===== src/rtl/icache_pkg.sv =====
// Shared constants, tag-entry layout, FSM states and address-slicing helpers
// for the I-cache tag controller.
package icache_pkg;

    localparam int unsigned ADDR_W   = 32;
    localparam int unsigned IDX_W    = 8;
    localparam int unsigned OFS_W    = 4;
    localparam int unsigned TAG_W    = ADDR_W - IDX_W - OFS_W;
    localparam int unsigned NUM_SETS = 256;

    typedef struct packed {
        logic             valid;
        logic [TAG_W-1:0] tag;
    } tag_entry_t;

    typedef enum logic [1:0] {
        CLEAR = 2'd0,
        RUN   = 2'd1,
        FLUSH = 2'd2
    } state_e;

    function automatic logic [IDX_W-1:0] addr_idx(input logic [ADDR_W-1:0] addr);
        return addr[OFS_W +: IDX_W];
    endfunction

    function automatic logic [TAG_W-1:0] addr_tag(input logic [ADDR_W-1:0] addr);
        return addr[ADDR_W-1 -: TAG_W];
    endfunction

endpackage


===== src/rtl/icache_tag_sweep.sv =====
// Invalidate sweep: walks every tag index once, writing an all-zero entry per
// cycle while enabled; shared by the post-reset clear and the flush.
module icache_tag_sweep
    import icache_pkg::*;
(
    input  logic             clk,
    input  logic             rst,
    input  logic             en_i,
    output logic             wr_en_c,
    output logic [IDX_W-1:0] wr_addr_o,
    output tag_entry_t       wr_data_c,
    output logic             done_c
);

    logic [IDX_W-1:0] cnt_q;
    logic [IDX_W-1:0] cnt_d;

    // NUM_SETS equals 2**IDX_W, so the counter wraps back to 0 after the last
    // index and the next sweep starts from 0 with no explicit reload.
    always_comb begin
        cnt_d = cnt_q;
        if (en_i) begin
            cnt_d = cnt_q + IDX_W'(1);
        end
    end

    always_ff @(posedge clk or posedge rst) begin
        if (rst) begin
            cnt_q <= '0;
        end else begin
            cnt_q <= cnt_d;
        end
    end

    assign wr_en_c   = en_i & ~rst;
    assign wr_addr_o = cnt_q;
    assign wr_data_c = '0;
    assign done_c    = en_i && (cnt_q == IDX_W'(NUM_SETS - 1));

endmodule


===== src/rtl/icache_tag_ctrl.sv =====
// I-cache tag RAM controller: clear/flush sweeps, refill writes and a
// two-stage pipelined hit/miss lookup with write forwarding.
// Optional hit/miss counters are built when ICACHE_TAG_STATS_EN is defined.
module icache_tag_ctrl
    import icache_pkg::*;
(
    input  logic              clk,
    input  logic              rst,
    input  logic              req_valid,
    output logic              req_ready,
    input  logic [ADDR_W-1:0] req_addr,
    output logic              rsp_valid,
    output logic              rsp_hit,
    output logic [ADDR_W-1:0] rsp_addr,
    input  logic              fill_valid,
    output logic              fill_ready,
    input  logic [ADDR_W-1:0] fill_addr,
    input  logic              flush_req,
    output logic              busy,
    output logic [TAG_W:0]    tag_wr_data,
    output logic [IDX_W-1:0]  tag_wr_addr,
    output logic              tag_wr_en,
    output logic [IDX_W-1:0]  tag_rd_addr,
    input  logic [TAG_W:0]    tag_rd_data
`ifdef ICACHE_TAG_STATS_EN
    ,
    output logic [31:0]       hit_cnt,
    output logic [31:0]       miss_cnt
`endif
);

    state_e           state_q;
    state_e           state_d;

    logic             sweep_en;
    logic             sweep_wr_en;
    logic [IDX_W-1:0] sweep_addr;
    tag_entry_t       sweep_data;
    logic             sweep_done;

    logic             req_fire;
    logic             fill_fire;
    tag_entry_t       fill_entry;

    logic [IDX_W-1:0]  rd_addr_q;
    logic              s1_valid_q;
    logic [ADDR_W-1:0] s1_addr_q;
    logic              fwd_valid_q;
    logic [IDX_W-1:0]  fwd_idx_q;
    tag_entry_t        fwd_data_q;
    tag_entry_t        cmp_entry;
    logic              hit_c;

    logic              rsp_valid_q;
    logic              rsp_hit_q;
    logic [ADDR_W-1:0] rsp_addr_q;

    assign sweep_en = (state_q != RUN);

    icache_tag_sweep u_sweep (
        .clk       (clk),
        .rst       (rst),
        .en_i      (sweep_en),
        .wr_en_c   (sweep_wr_en),
        .wr_addr_o (sweep_addr),
        .wr_data_c (sweep_data),
        .done_c    (sweep_done)
    );

    always_ff @(posedge clk or posedge rst) begin
        if (rst) begin
            state_q <= CLEAR;
        end else begin
            state_q <= state_d;
        end
    end

    always_comb begin
        state_d    = state_q;
        req_ready  = 1'b0;
        fill_ready = 1'b0;
        busy       = 1'b1;
        unique case (state_q)
            CLEAR, FLUSH: begin
                if (sweep_done) begin
                    state_d = RUN;
                end
            end
            RUN: begin
                busy       = 1'b0;
                fill_ready = 1'b1;
                req_ready  = ~flush_req;
                if (flush_req) begin
                    state_d = FLUSH;
                end
            end
            default: state_d = CLEAR;
        endcase
    end

    assign req_fire   = req_valid && req_ready;
    assign fill_fire  = fill_valid && fill_ready;
    assign fill_entry = tag_entry_t'({1'b1, addr_tag(fill_addr)});

    // Write port: the sweep owns it outside RUN; fills only arrive in RUN.
    always_comb begin
        tag_wr_en   = 1'b0;
        tag_wr_addr = sweep_addr;
        tag_wr_data = sweep_data;
        if (state_q != RUN) begin
            tag_wr_en = sweep_wr_en;
        end else if (fill_fire) begin
            tag_wr_en   = 1'b1;
            tag_wr_addr = addr_idx(fill_addr);
            tag_wr_data = fill_entry;
        end
    end

    assign tag_rd_addr = req_fire ? addr_idx(req_addr) : rd_addr_q;

    // The RAM read-during-write result is undefined, so fills landing in the
    // accept or compare cycle override whatever the RAM returned.
    always_comb begin
        cmp_entry = tag_entry_t'(tag_rd_data);
        if (fill_fire && (addr_idx(fill_addr) == addr_idx(s1_addr_q))) begin
            cmp_entry = fill_entry;
        end else if (fwd_valid_q && (fwd_idx_q == addr_idx(s1_addr_q))) begin
            cmp_entry = fwd_data_q;
        end
        hit_c = cmp_entry.valid && (cmp_entry.tag == addr_tag(s1_addr_q));
    end

    always_ff @(posedge clk or posedge rst) begin
        if (rst) begin
            rd_addr_q   <= '0;
            s1_valid_q  <= 1'b0;
            s1_addr_q   <= '0;
            fwd_valid_q <= 1'b0;
            fwd_idx_q   <= '0;
            fwd_data_q  <= '0;
            rsp_valid_q <= 1'b0;
            rsp_hit_q   <= 1'b0;
            rsp_addr_q  <= '0;
        end else begin
            s1_valid_q  <= req_fire;
            fwd_valid_q <= fill_fire;
            rsp_valid_q <= s1_valid_q;
            if (req_fire) begin
                rd_addr_q <= addr_idx(req_addr);
                s1_addr_q <= req_addr;
            end
            if (fill_fire) begin
                fwd_idx_q  <= addr_idx(fill_addr);
                fwd_data_q <= fill_entry;
            end
            if (s1_valid_q) begin
                rsp_hit_q  <= hit_c;
                rsp_addr_q <= s1_addr_q;
            end
        end
    end

    assign rsp_valid = rsp_valid_q;
    assign rsp_hit   = rsp_hit_q;
    assign rsp_addr  = rsp_addr_q;

`ifdef ICACHE_TAG_STATS_EN
    logic [31:0] hit_cnt_q;
    logic [31:0] miss_cnt_q;

    // Counters survive flushes; only rst clears them.
    always_ff @(posedge clk or posedge rst) begin
        if (rst) begin
            hit_cnt_q  <= '0;
            miss_cnt_q <= '0;
        end else if (rsp_valid_q) begin
            if (rsp_hit_q) begin
                hit_cnt_q <= hit_cnt_q + 32'd1;
            end else begin
                miss_cnt_q <= miss_cnt_q + 32'd1;
            end
        end
    end

    assign hit_cnt  = hit_cnt_q;
    assign miss_cnt = miss_cnt_q;
`endif

endmodule


===== config.mk =====
export PLATFORM = sky130hd
export DESIGN_NAME = icache_tag_ctrl
export DESIGN_NICKNAME = d
export VERILOG_FILES = /design/src/rtl/icache_pkg.sv /design/src/rtl/icache_tag_sweep.sv /design/src/rtl/icache_tag_ctrl.sv
export SDC_FILE = /design/constraint.sdc
export NUM_CORES = 1
export LEC_CHECK = 0
export CAP_MARGIN = 20
export CORE_MARGIN = 2
export CORE_UTILIZATION = 35
export CTS_CLUSTER_SIZE = 28
export DETAILED_ROUTE_END_ITERATION = 7
export PLACE_DENSITY = 0.72
export SYNTH_ARGS = -nofsm -noshare
export SYNTH_HDL_FRONTEND = slang
export SYNTH_SLANG_ARGS = --single-unit

===== constraint.sdc =====
create_clock -name clk -period 3.7 [get_ports clk]
set_input_delay 0.555 -clock clk [delete_from_list [all_inputs] [get_ports clk]]
set_output_delay 0.555 -clock clk [all_outputs]
set_load 0.01 [all_outputs]

==> flow_metrics.py, run 1 <==
metrics = {
    "yosys": {
        "ys_types": 32,
        "syn-cell-area_um2": 5230,
        "netlist_instances": 515,
        "ys_seq_area_share_pct": 55.0,
        "synth-seq-cells": 115,
        "synth_edf_count": 0,
        "yosysWarningCount": 0,
        "syn-num-nets": 606,
        "syn_area_per_cell_um2": 10.2,
        "synth_async_sr_flop_share_pct": 100,
        "synth_ff_type": "dfrtp_1",
    },
    "timing": {
        "setup_violations": 0,
        "fmax_ghz": 0.291,
        "skew_ns": 0.00810,
        "timing.final.crit_share_pct": 92.7,
        "fin_crit_ns": 3.43,
        "fin_hold_ws_ns": 0.474,
        "rsz0062_at_grt": "no",
        "tns_ns": 0,
        "slew_headroom_pct": 40.1,
        "slew_viol_final": 0,
        "worst_pin_slew_ns": 0.899,
        "hold_viol": 0,
    },
    "layout": {
        "diodes": 0,
        "regArea_um2": 2880,
        "multi_input_area_um2": 2210,
        "drive_gt1_share_pct": 11.1,
        "mostFrequentLayoutCells": "160 x clkdlybuf4s50_1, 157 x nand2_1, 115 x dfrtp_1",
        "nets": 767,
        "fillCellCount": 1257,
        "fin_cells": 870,
        "syn2layout_area_growth_pct": 44.7,
        "layout.cells.most_common": "clkdlybuf4s50_1",
    },
    "worst_setup_path": {
        "cp.required_ns": 3.14,
        "reg2regPathDepth": 12,
        "end_kind": "output pin",
        "critPathKind": "reg -> out",
        "worstPathArrival_ns": 2.88,
        "cp_max_fo": 11,
        "cp-start-kind": "register",
    },
    "clocking": {
        "cts_root_buffer": "clkbuf_16",
        "ctsHoldBuffers": 0,
        "ctsLongestPathBuffers": 2,
        "numClockSinks": 115,
        "cts_tree": "yes",
        "cts_inserted_buffers": 17,
        "post-cts-setup-buffers": 0,
        "post_cts_resize_count": 0,
        "htreeDepth": 4,
        "clock_latency_ns": 0.40,
        "clkTransAtPathRegs_ns": 0.05,
    },
    "grt": {
        "grt_overflow": 0,
        "antenna_found_initial": 0,
        "grt_pass1_vias": 4263,
        "track_usage_pct": 18.2,
        "grt_pass1_wl_mm": 22.6,
        "grt_max_degree": 75,
    },
    "floorplan": {
        "placeableCoreArea_um2": 14600,
        "die_w_um": 126,
        "num_rows": 44,
        "ioPinCount": 165,
        "fp.dieH_um": 126,
        "start_util_pct": 35.9,
        "die-area_um2": 15900,
    },
    "detailed_routing": {
        "routedWlPerCell_um": 16.1,
        "drcViolationCount": 0,
        "drt_iter0_markers": 228,
        "postRouteAntennaNets": 0,
        "totalWireLength_mm": 14.0,
        "dr.pass1.iters": 4,
        "vias_per_cell": 4.69,
        "vias": 4082,
    },
    "placed_design": {
        "dp.final_hpwl_mm": 10.1,
        "place_congestion": 0.899,
        "port_buffers": 160,
        "dp_cells": 841,
    },
    "power": {
        "power_leakage_nw": 3.65,
        "ir_worst_vdd_v": 0.000324,
        "powerDensity_nw_per_um2": 469,
    },
    "worst_hold_path": {
        "hold_class": "reg -> reg",
        "whs_path_depth": 2,
    },
    "outcome": {
        "status": "completed",
    },
    "job": {
        "drv.max_cap_violation_count": 0,
    },
}
[area by class of cell]
class	count	share of cell area, %
clock inverters	5	0.694
repair buffers	169	22.2
inverters	6	0.347
flip-flops and latches	115	38.0
clock buffers	24	6.49
multi-input cells	367	29.2
well taps	184	3.04
[stage by stage]
| step | util, % | power (mW) | setup WS [ns] | cell area [um2] |
|---|---|---|---|---|
| 3_5_place_dp | 48.2 | 2.06 | 0.468 | 7030 |
| 6_report | 51.9 | 3.55 | 0.269 | 7570 |
| 2_1_floorplan | - | 1.75 | 0.101 | 5230 |
| 3_3_place_gp | 48.2 | 2.05 | 0.485 | 7030 |
| 4_1_cts | 51.9 | 3.59 | 0.220 | 7570 |
| 5_1_grt | 51.9 | 3.72 | 0.0280 | 7570 |
[worst paths after layout]
check	startpoint	end	slack, ns
max	state_q[1]$_DFFE_PP0P_	tag_rd_addr[7]	0.27
min	s1_addr_q[3]$_DFFE_PP0P_	s1_addr_q[3]$_DFFE_PP0P_	0.47
max reg2reg	state_q[1]$_DFFE_PP0P_	rsp_hit$_DFFE_PP0P_	0.88
min reg2reg	s1_addr_q[3]$_DFFE_PP0P_	s1_addr_q[3]$_DFFE_PP0P_	0.47
max in group asynchronous	rst	fwd_data_q[14]$_DFFE_PP0P_	2.19
min in group asynchronous	rst	state_q[0]$_DFFE_PP0P_	0.74
[cell families (layout without fill, tap and decap cells)]
| kind of cell | after synthesis | count (layout) | share of synthesized area, % |
|---|---|---|---|
| AO/OA/AOI/OAI | 46 | 46 | 5.67 |
| XOR/XNOR | 43 | 43 | 7.20 |
| adder cells (fa/ha/maj) | 1 | 1 | 0.239 |
| buffers and inverters | 33 | 204 | 2.82 |
| flip-flops | 115 | 115 | 55.0 |
| multiplexers | 53 | 53 | 10.9 |
| AND/OR/NAND/NOR | 224 | 224 | 18.2 |
[report_power, final]
part | internal, mW | switching [mW] | leakage [nW]
Sequential | 1.39 | 0.112 | 1.50
Combinational | 0.319 | 0.223 | 1.88
Clock | 0.978 | 0.532 | 0.268
Total | 2.68 | 0.867 | 3.65
[per-layer routing]
metal,share of wire [%],up-vias,global-route usage [%],routed length [um]
met1,47,1933,24.9,6570
met5,0,-,0,0
met3,6.3,15,5.56,884
li1,-,1998,-,-
met2,45,136,27.5,6370
met4,1.3,0,6.14,185
[state kept, by name, summed over array words and instances (netlist names)]
register / cells
rsp_valid: 1
fwd_idx_q: 8
rsp_hit: 1
fwd_valid_q: 1
s1_addr_q: 32
rsp_addr: 32
state_q: 2
rd_addr_q: 8
s1_valid_q: 1
fwd_data_q: 21
u_sweep.wr_addr_o: 8
[critical path, cell delays in order (launching register included)]
cell and delay, ns:
dfrtp_1 0.37, and2b_1 0.36, inv_1 0.24, nor2_1 0.29, nand2_1 0.12, inv_1 0.28, nand2_1 0.13, nand2_1 0.13
clkdlybuf4s50_1 0.56
[synth_stat cells (7+ instances only)]
cell type	number	area (um2)
nand2_1	157	589
xor2_1	21	184
mux2_2	32	360
mux2i_1	21	210
a21oi_1	21	105
a21o_1	20	150
and2_1	20	125
clkbuf_1	14	52.6
nand4_1	7	43.8
nor2_1	22	82.6
dfrtp_1	115	2880
xnor2_1	22	193
Power figures use the tool's default switching activity.
==> run 2: changes to the inputs <==
- CORE_ASPECT_RATIO: default -> 1.75
==> flow_metrics.py, run 2 (synthesis results as in run 1) <==
metrics = {
    "placed_design": {
        "dp_cells": 840,
        "place_congestion": 0.810,
        "place_area_um2": 7030,
        "dp.final_hpwl_mm": 11.0,
        "port_buffers": 160,
        "dp_slack_ns": 0.503,
    },
    "grt": {
        "grt_pass1_vias": 4547,
        "track_usage_pct": 19.6,
        "antenna_found_initial": 0,
        "grt_max_degree": 75,
        "grt_pass1_wl_mm": 23.7,
        "grt_overflow": 0,
    },
    "clocking": {
        "cts_tree": "yes",
        "clock_latency_ns": 0.41,
        "post-cts-setup-buffers": 0,
        "post_cts_resize_count": 0,
        "htreeDepth": 4,
        "ctsLongestPathBuffers": 2,
        "numClockSinks": 115,
        "clkTransAtPathRegs_ns": 0.06,
        "ctsHoldBuffers": 0,
        "cts_root_buffer": "clkbuf_16",
        "cts_inserted_buffers": 17,
    },
    "detailed_routing": {
        "dr.pass1.iters": 4,
        "postRouteAntennaNets": 0,
        "wl_met2_mm": 8.57,
        "vias": 4236,
        "top_layer": "met4",
        "drcViolationCount": 0,
        "vias_per_cell": 4.86,
        "drt-met1-wl_mm": 5.39,
        "routedWlPerCell_um": 17.1,
        "met3_length_um": 642,
        "drt_iter0_markers": 200,
        "totalWireLength_mm": 14.9,
    },
    "power": {
        "finalPower_mw": 3.66,
        "power_leakage_nw": 3.66,
        "ir_worst_vdd_v": 0.000406,
        "powerDensity_nw_per_um2": 481,
    },
    "timing": {
        "hold_viol": 0,
        "timing.final.crit_share_pct": 93.0,
        "worst_pin_slew_ns": 0.552,
        "slew_viol_final": 0,
        "setup_ws_ns": 0.257,
        "setup_violations": 0,
        "rsz0062_at_grt": "no",
        "fmax_ghz": 0.290,
        "skew_ns": 0.00780,
        "fin_crit_ns": 3.44,
        "slew_headroom_pct": 63.2,
        "tns_ns": 0,
    },
    "worst_setup_path": {
        "worstPathArrival_ns": 2.89,
        "rr_startpoint": "state_q[1]$_DFFE_PP0P_",
        "reg2regPathDepth": 12,
        "cp_cell_sequence": "and2b_1 > inv_1 > nor2_1 > nand2_1 > inv_1 > nand2_1 > nand2_1 > clkdlybuf4s50_1",
        "end_kind": "output pin",
        "cp-endpoint": "tag_rd_addr[6]",
        "cp_max_fo": 11,
        "cpPeakStageDelay_ns": 0.55,
        "cp-start-kind": "register",
        "crit_top_cell": "nand2_1",
        "startpoint": "state_q[1]$_DFFE_PP0P_",
        "cp.required_ns": 3.14,
        "critPathKind": "reg -> out",
        "r2r_slack_ns": 0.92,
        "worstReg2RegEnd": "rsp_hit$_DFFE_PP0P_",
        "crit_path_top_delay_cell": "clkdlybuf4s50_1",
    },
    "layout": {
        "nets": 767,
        "fin_area_um2": 7620,
        "mostFrequentLayoutCells": "160 x clkdlybuf4s50_1, 157 x nand2_1, 115 x dfrtp_1",
        "drive_gt1_share_pct": 11.9,
        "syn2layout_area_growth_pct": 45.6,
        "fin_cells": 872,
        "layout.cells.most_common": "clkdlybuf4s50_1",
        "diodes": 0,
    },
    "job": {
        "drv.max_cap_violation_count": 0,
    },
    "worst_hold_path": {
        "whs_path_depth": 1,
        "hold_class": "reg -> reg",
    },
    "floorplan": {
        "num_rows": 59,
        "start_util_pct": 35.4,
        "die_w_um": 96.4,
        "ioPinCount": 165,
        "die-area_um2": 16000,
        "placeableCoreArea_um2": 14800,
        "fp.dieH_um": 166,
    },
    "outcome": {
        "status": "completed",
    },
}
run 2: worst min path at each step:
stage	start	end	slack [ns]
CTS	fwd_data_q[16]$_DFFE_PP0P_	fwd_data_q[16]$_DFFE_PP0P_	0.48
floorplan	s1_valid_q$_DFF_PP0_	rsp_valid$_DFF_PP0_	0.35
finish	fwd_data_q[18]$_DFFE_PP0P_	fwd_data_q[18]$_DFFE_PP0P_	0.47
global route	fwd_data_q[16]$_DFFE_PP0P_	fwd_data_q[16]$_DFFE_PP0P_	0.49
global placement	s1_addr_q[0]$_DFFE_PP0P_	s1_addr_q[0]$_DFFE_PP0P_	0.45
detailed placement	rd_addr_q[3]$_DFF_PP0_	rd_addr_q[3]$_DFF_PP0_	0.46
run 2: worst max-delay path: cells and delay by family (launching register included):
family,cells,cell delay (ns)
DFF,1,0.38
buffers and inverters,3,1.06
and+or+nand+nor,5,1.05
run 2: power by group:
group / leakage [nW] / switching, mW / internal [mW]
Clock: 0.283 / 0.606 / 1.02
Combinational: 1.88 / 0.221 / 0.319
Sequential: 1.50 / 0.117 / 1.38
Total: 3.66 / 0.944 / 2.72
run 2: cell type report:
class,instances,area [um2]
fill,1359,7140
clock buffer,18,439
clock inverter,14,154
inverter,6,26.3
multi-input combinational,367,2210
timing repair buffer,169,1680
sequential,115,2880
tap,183,229
run 2: layer usage:
metal / up-vias / GRT usage (%)
li1: 2010 / -
met1: 2085 / 20.6
met2: 120 / 36.5
met3: 21 / 4.67
met4: 0 / 6.80
met5: - / 0
run 2: per-stage QoR:
| stage | utilization, % | hold slack, ns |
|---|---|---|
| 6_report | 51.6 | 0.472 |
| 5_1_grt | 51.6 | 0.491 |
| 4_1_cts | 51.6 | 0.478 |
| 3_5_place_dp | 47.6 | 0.461 |
| 3_3_place_gp | 47.6 | 0.453 |
| 2_1_floorplan | - | 0.352 |
